$ cat config.mk
export PLATFORM = sky130hd
export DESIGN_NAME = fft_input_loader
export DESIGN_NICKNAME = d
export VERILOG_FILES = /design/src/rtl/fft_input_loader.sv
export SDC_FILE = /design/constraint.sdc
export NUM_CORES = 1
export LEC_CHECK = 0
export ABC_AREA = 1
export CAP_MARGIN = 40
export CELL_PAD_IN_SITES_DETAIL_PLACEMENT = 1
export CELL_PAD_IN_SITES_GLOBAL_PLACEMENT = 2
export CORE_UTILIZATION = 24
export DETAILED_ROUTE_END_ITERATION = 10
export PLACE_DENSITY_LB_ADDON = 0.1
export SLEW_MARGIN = 20
export SYNTH_ARGS = -nofsm -noshare
export SYNTH_HDL_FRONTEND = slang
export SYNTH_SLANG_ARGS = --single-unit
$ cat constraint.sdc
create_clock -name clk -period 1.6 [get_ports clk]
set_input_delay 0.16 -clock clk [delete_from_list [all_inputs] [get_ports clk]]
set_output_delay 0.16 -clock clk [all_outputs]
set_load 0.01 [all_outputs]
$ cat src/rtl/fft_input_loader.sv
// Stream-to-memory loader for the 32-point FFT: stores one frame, pulses start_fft, waits for fft_done.
// Define FFT_LOADER_BITREV_EN to write samples at bit-reversed addresses; natural order otherwise.
module fft_input_loader #(
  parameter int N_POINTS = 32,
  parameter int ADDR_W   = 5,
  parameter int DATA_W   = 64
) (
  input  logic              clk,
  input  logic              rst_n,
  input  logic              s_valid,
  input  logic [DATA_W-1:0] s_data,
  input  logic              s_last,
  output logic              s_ready,
  output logic              mem_we,
  output logic [ADDR_W-1:0] mem_addr,
  output logic [DATA_W-1:0] mem_din,
  output logic              start_fft,
  input  logic              fft_done,
  output logic              busy,
  output logic              frame_err,
  output logic [15:0]       frame_cnt
);

  typedef enum logic [1:0] {
    LOAD      = 2'd0,
    START     = 2'd1,
    WAIT_DONE = 2'd2
  } state_t;

  localparam logic [ADDR_W-1:0] LAST_IDX = ADDR_W'(N_POINTS - 1);

  state_t            state;
  state_t            state_nxt;
  logic [ADDR_W-1:0] idx;
  logic [ADDR_W-1:0] idx_nxt;
  logic              busy_nxt;
  logic [15:0]       cnt_nxt;
  logic              err_nxt;
  logic              accept;
  logic              at_last;

  function automatic logic [ADDR_W-1:0] map_addr(
    input logic [ADDR_W-1:0] i
  );
    logic [ADDR_W-1:0] r;
    r = '0;
`ifdef FFT_LOADER_BITREV_EN
    for (int b = 0; b < ADDR_W; b++) begin
      r[b] = i[ADDR_W-1-b];
    end
`else
    r = i;
`endif
    return r;
  endfunction

  // Ready is forced low while reset is asserted, not only by state.
  assign s_ready = rst_n && (state == LOAD);
  assign accept  = s_valid && s_ready;
  assign at_last = (idx == LAST_IDX);

  always_comb begin
    state_nxt = state;
    idx_nxt   = idx;
    busy_nxt  = busy;
    cnt_nxt   = frame_cnt;
    err_nxt   = 1'b0;
    unique case (state)
      LOAD: begin
        if (accept) begin
          busy_nxt = 1'b1;
          if (at_last) begin
            idx_nxt   = '0;
            state_nxt = START;
            err_nxt   = !s_last;
          end else if (s_last) begin
            // Early s_last truncates the frame; restart at index 0.
            idx_nxt = '0;
            err_nxt = 1'b1;
          end else begin
            idx_nxt = idx + 1'b1;
          end
        end
      end
      START: begin
        state_nxt = WAIT_DONE;
      end
      WAIT_DONE: begin
        if (fft_done) begin
          cnt_nxt   = frame_cnt + 16'd1;
          idx_nxt   = '0;
          busy_nxt  = 1'b0;
          state_nxt = LOAD;
        end
      end
      default: begin
        state_nxt = LOAD;
      end
    endcase
  end

  always_ff @(posedge clk or negedge rst_n) begin
    if (!rst_n) begin
      state     <= LOAD;
      idx       <= '0;
      busy      <= 1'b0;
      frame_cnt <= '0;
      frame_err <= 1'b0;
      start_fft <= 1'b0;
      mem_we    <= 1'b0;
      mem_addr  <= '0;
      mem_din   <= '0;
    end else begin
      state     <= state_nxt;
      idx       <= idx_nxt;
      busy      <= busy_nxt;
      frame_cnt <= cnt_nxt;
      frame_err <= err_nxt;
      start_fft <= (state == START);
      mem_we    <= accept;
      if (accept) begin
        mem_addr <= map_addr(idx);
        mem_din  <= s_data;
      end
    end
  end

endmodule

==> results by group, run 1 <==
Placed design
  – GPL Wtd Cong: 0.6827
  – # port buffers: 158
  – Post-Place Setup Slack: 53.63 ps
  – Post-DP HPWL: 7.899 mm
  – Placed Area: 5761 sq um

Floorplanning
  – Rows: 46
  – Die Area: 16780 sq um
  – Die W: 129.6 um
  – Die Ht: 129.6 um
  – Starting Density: 0.2458
  – Total core area: 15890 sq um
  – # IOs: 159

Layout
  – Layout area overhead: 56.52%
  – # fillers: 1845
  – Sequential Area: 2402 sq um
  – Design area: 6112 sq um
  – Nets@finish: 673
  – N_diodes: 0
  – Area of the multi-input gates: 1335 sq um
  – Layout cell share with drive strength beyond 1: 0.06116

Hold path
  – Hold Path Depth: 3
  – HP Class: in2reg
  – Hold_sp: s_data[36]
  – Hold path endpoint: mem_din[36]

Routing
  – Routed length per instance: 14.05 um
  – DR pass1 iterations: 4
  – Final wirelength: 11.53 mm
  – DRC errors left: 0
  – Routed vias/inst: 4.114
  – Post-route ant nets: 0
  – Vias: 3378
  – Initial drt markers: 52

STA
  – Skew final: 3.017 ps
  – Final worst slack: 64.69 ps
  – Setup violators final: 0
  – Fin crit share: 0.9596
  – Worst-margin pin slew: 525.0 ps
  – Unrepaired setup endpoints after global routing: true
  – Max Transition Viols Final: 0
  – Final Hold Viols: 0
  – Fmax: 651.3 MHz
  – Rel. slew slack: 0.6500
  – Worst hold slack: 348.8 ps
  – Minimum clock period: 1535 ps
  – TNS Setup: 0 ps

Logic synthesis
  – Mux contribution to synthesized area: 0
  – Post-synthesis compound-gate area fraction: 0.01602
  – Post-synthesis xor/xnor area fraction: 0.02916
  – Post-synth top area cell: dfrtp_1
  – Average instance area after synthesis: 8.936 sq um
  – Largest family of logic cells by synthesized area: simple AND/OR/NAND/NOR gates
  – Simple-gate area share of the yosys netlist: 0.2845
  – Sequential area share after synthesis: 0.6152
  – Async S/R FF share, synth: 1.000
  – Post-synth EDFFs: 0
  – Top FF cell, synth: dfrtp_1
  – Yosys reg bits: 96
  – Post-synth top area share: 0.6152
  – Area contributors post-synth: dfrtp_1, nand2_1, inv_1
  – Netlist Area Pre-Place: 3905 sq um
  – Synth unique cells: 24
  – Yosys warns: 0
  – Mapped Nets: 509
  – Cells after Synth: 437
  – Post-synth top cells: nand2_1, dfrtp_1, inv_1, nor2_1, o21ai_0
  – Adder-Cell Fraction of Synth Area: 0.009612
  – Top-count cell post-synth: nand2_1

Worst setup path
  – Reg2reg end: frame_cnt[8]
  – Start of the worst register-to-register path: frame_cnt[1]
  – Crit. End Element: output port
  – R2r setup slk: 160 ps
  – CP max FO: 2
  – Worst EP arrival: 1380 ps
  – Crit path launch type: primary input
  – CP required: 1440 ps
  – Kind of critical path: in2out
  – FF-to-FF path depth: 6

CTS
  – H-tree levels: 3
  – CTS max path bufs: 2
  – Root buf cell: clkbuf_16
  – Setup bufs post-CTS: 0
  – TritonCTS Buffers: 9
  – Reg clk slew, reported paths: 60 ps
  – CTS sink cnt: 96
  – CTS tree: yes
  – Worst-skew pair later-pin latency: 340 ps

Global route
  – Vias in the first global route: 3564
  – All-layer global routing usage: 0.1436
  – First-pass GRT wire length: 18.11 mm
  – Gr ovfl total: 0
  – Initial antenna violation count: 1
  – Pin count of the biggest net entering global routing: 97

Power and ir drop
  – Leak Pwr: 2.902 nW
  – Worst vdd ir: 548.4 uV
  – P per Cell Area: 1026 nW/um^2

Status
  – Status: finished clean

Job
  – Max-cap violations: 0
how the worst max path moves through the flow:
stage                   from             to  slack (ps)  cells past startpoint
global route           rst_n        s_ready         -20                      5
finish                 rst_n        s_ready          60                      5
global placement    fft_done  frame_cnt[15]         130                      8
detailed placement    idx[0]         idx[4]          50                      9
CTS                    rst_n        s_ready           9                      5
floorplan             idx[0]         idx[4]         230                      9
metal layers:
| metal | vias to the layer above | track usage | part of all wire |
|---|---|---|---|
| met3 | 12 | 0.06565 | 0.084 |
| met4 | 0 | 0.05472 | 0.017 |
| met1 | 1629 | 0.1637 | 0.42 |
| li1 | 1651 | - | - |
| met5 | - | 0 | 0 |
| met2 | 86 | 0.2353 | 0.48 |
cell type report:
type | instances | area share
multi-input cells | 303 | 0.2184
repair buffers | 168 | 0.2798
flip-flops and latches | 96 | 0.3930
clock buffers | 13 | 0.04422
clock inverters | 2 | 0.006141
well taps | 216 | 0.04422
inverters | 23 | 0.01412
report_power, final:
part | switching, mW | internal [mW] | total [mW]
clock network | 0.895 | 1.33 | 2.23
registers | 0.147 | 2.68 | 2.82
logic | 0.529 | 0.692 | 1.22
what timing repair did:
item	4_1_cts	5_1_grt
gates resized for setup	1	4
endpoints found under the setup margin	1	5
hold buffers	1	0
gates cloned	0	1
endpoints found under the hold margin	96	0
metrics by stage:
stage	instances	util	power, mW
final	821	0.3848	6.272
after global routing	821	0.3848	6.624
after CTS	820	0.3826	6.415
after detailed placement	804	0.3626	4.101
after global placement	804	0.3626	4.082
after floorplan	437	-	3.268
registers in the layout, indices dropped and copies added, names as in the netlist:
register,count
busy,1
frame_cnt,16
frame_err,1
idx,5
mem_addr,5
mem_din,64
mem_we,1
start_fft,1
state,2
kinds of logic after synthesis:
group / count (synthesis)
XOR/XNOR: 13
AO/OA/AOI/OAI: 12
AND/OR/NAND/NOR: 275
flip-flops: 96
adder cells (fa/ha/maj): 3
buffers and inverters: 38
critical path, cell delays in order:
cell and delay [ps]:
dlygate4sd3_1 550, buf_4 140, inv_1 60, nor3_4 140
dlygate4sd2_1 320
layout by cell type (no fill, tap or decap), drive strengths merged:
cell	count
nand2	239
clkdlybuf4s50	156
dfrtp	96
inv	23
nor2	21
clkbuf	14
o21ai	9
buf	9
nand4	7
xnor2	7
nand3	6
xor2	6
ha	3
o22ai	2
nor3	1
a21oi	1
nand3b	1
clkinvlp	1
bufinv	1
dlygate4sd3	1
dlygate4sd2	1
(Power assumes the default switching activity.)
==> inputs of run 2 (changes only) <==
--- a/constraint.sdc
+++ b/constraint.sdc
@@ -3,2 +3,2 @@
 set_output_delay 0.16 -clock clk [all_outputs]
-set_load 0.01 [all_outputs]
+set_load 0.05 [all_outputs]
==> run 2 against run 1 <==
Net effect:
- critical path depth grew 4
- utilization shrank 1.4 points
- sequential power is essentially flat
- non-clock buffer count is the same
- critical path type is now reg2reg
- largest cell class unchanged
- highest routed layer unchanged
==> results by group, run 2 (synthesis gave the netlist of run 1 again) <==
Status
  – Status: finished clean

Global route
  – Initial antenna violation count: 0
  – All-layer global routing usage: 0.1451
  – Pin count of the biggest net entering global routing: 97
  – Vias in the first global route: 3609
  – First-pass GRT wire length: 18.37 mm
  – Gr ovfl total: 0

Placed design
  – Post-DP HPWL: 7.820 mm
  – Dpl cells: 803
  – # port buffers: 158
  – GPL Wtd Cong: 0.7009

Routing
  – Initial drt markers: 101
  – Post-route ant nets: 0
  – DRC errors left: 0
  – Routed vias/inst: 4.074
  – Vias: 3345
  – Final wirelength: 11.38 mm
  – DR pass1 iterations: 4
  – Routed length per instance: 13.86 um

STA
  – Unrepaired setup endpoints after global routing: false
  – Worst-margin pin slew: 547.5 ps
  – Final Hold Viols: 0
  – Minimum clock period: 1467 ps
  – Fin crit share: 0.9172
  – Setup violators final: 0
  – Rel. slew slack: 0.6350
  – Skew final: 7.155 ps
  – Fmax: 681.5 MHz
  – Max Transition Viols Final: 0

Hold path
  – HP Class: in2reg

Floorplanning
  – Starting Density: 0.2458
  – Die Ht: 129.6 um
  – # IOs: 159
  – Die Area: 16780 sq um
  – Total core area: 15890 sq um
  – Rows: 46
  – Die W: 129.6 um

Layout
  – Layout cell share with drive strength beyond 1: 0.2149
  – Regs by FF count: mem_din (64), frame_cnt (16)
  – Nets@finish: 673
  – Most common cell after layout, fill and taps aside: nand2_1
  – # fillers: 1873
  – Layout area overhead: 50.75%
  – Most frequent cells in the layout: nand2_1, dfrtp_1, buf_4, clkdlybuf4s50_1, inv_1
  – Most flop-heavy register: mem_din
  – Fin cells: 821
  – Max reg flops: 64
  – N_diodes: 0

Power and ir drop
  – Pwr Total: 6.774 mW
  – Leak Pwr: 3.012 nW
  – P per Cell Area: 1151 nW/um^2
  – Worst vdd ir: 526.7 uV

CTS
  – H-tree levels: 3
  – CTS sink cnt: 96
  – Worst-skew pair later-pin latency: 350 ps
  – CTS max path bufs: 2
  – TritonCTS Buffers: 9
  – Root buf cell: clkbuf_16
  – Reg clk slew, reported paths: 70 ps
  – CTS tree: yes

Worst setup path
  – Crit. End Element: register
  – Critical Path, Cell by Cell: ha_1, nand2_1, nor2_1, ha_2, nor2_2, inv_1, nor2_4, nand2_1, o21ai_0
  – CP max FO: 3
  – Crit path launch type: register
  – Kind of critical path: reg2reg
  – CP max stage delay: 400 ps
  – CP required: 1860 ps
  – CP most frequent cell: nand2_1
  – R2r setup slk: 130 ps
  – Worst EP arrival: 1730 ps
  – CP max stage cell: dfrtp_1

Job
  – Max-cap violations: 0
==> run 2: cell count changes in the layout (fill, tap and decap cells not counted), sizes merged <==
cell | before | now
buf | 9 | 99
bufinv | 1 | 0
clkbuf | 14 | 13
clkdlybuf4s50 | 156 | 67
clkinv | 0 | 2
dlygate4sd2 | 1 | 0
==> run 2: path summary, 6_finish.rpt <==
check / end / start / depth (start not counted)
max in group asynchronous: frame_cnt[1] / rst_n / 3
setup / recovery: idx[4] / idx[0] / 9
setup reg to reg: idx[4] / idx[0] / 9
hold reg to reg: mem_din[57] / mem_din[57] / 2
hold / removal: mem_din[29] / s_data[29] / 3
min in group asynchronous: mem_din[61] / rst_n / 3
==> run 2: report_power, final <==
group | leakage [nW] | internal [mW] | switching, mW | total, mW
Combinational | 1.67 | 0.612 | 1.27 | 1.88
Sequential | 1.21 | 2.68 | 0.154 | 2.83
Clock | 0.134 | 1.13 | 0.933 | 2.06
==> run 2: through the flow <==
stage	worst slack (ps)	setup TNS, ps	utilization	hold WS (ps)	instance area [sq um]
floorplan	-21.96	-636.8	-	-135.6	3930
global placement	79.68	0	0.3497	311.3	5555
detailed placement	30.05	0	0.3497	312.2	5555
CTS	13.81	0	0.3676	330.5	5839
global route	0.9033	0	0.3706	346.3	5887
finish	132.5	0	0.3706	346.2	5887
==> run 2: layer usage <==
layer	GRT usage	share of wire	vias up	wire [um]
met5	0	0	-	0
met4	0.06772	0.018	0	201
met3	0.05161	0.079	12	898
met2	0.2372	0.48	92	5439
met1	0.1707	0.43	1587	4843
li1	-	-	1654	-
==> run 2: layout make-up <==
| cell class | count | area, sq um | area share |
|---|---|---|---|
| clock inverters | 3 | 17.52 | 0.002976 |
| inverters | 23 | 88.84 | 0.01509 |
| multi-input cells | 303 | 1338 | 0.2272 |
| repair buffers | 168 | 1511 | 0.2567 |
| clock buffers | 12 | 256.5 | 0.04357 |
| flip-flops and latches | 96 | 2405 | 0.4085 |
| well taps | 216 | 270.3 | 0.04591 |
==> run 2: critical path: cells and delay by family, from the launching register on <==
family                   cells  cell delay, ps
adder cells (fa/ha/maj)      2             420
flip-flops                   1             400
AO/OA/AOI/OAI                1              70
AND/OR/NAND/NOR              5             400
buffers and inverters        1              90
==> run 2: timing repair <==
action	CTS	global route
setup endpoints to repair	0	6
endpoints found under the hold margin	96	0
resized for setup	0	5
hold buffers	1	0
buffers inserted	0	1
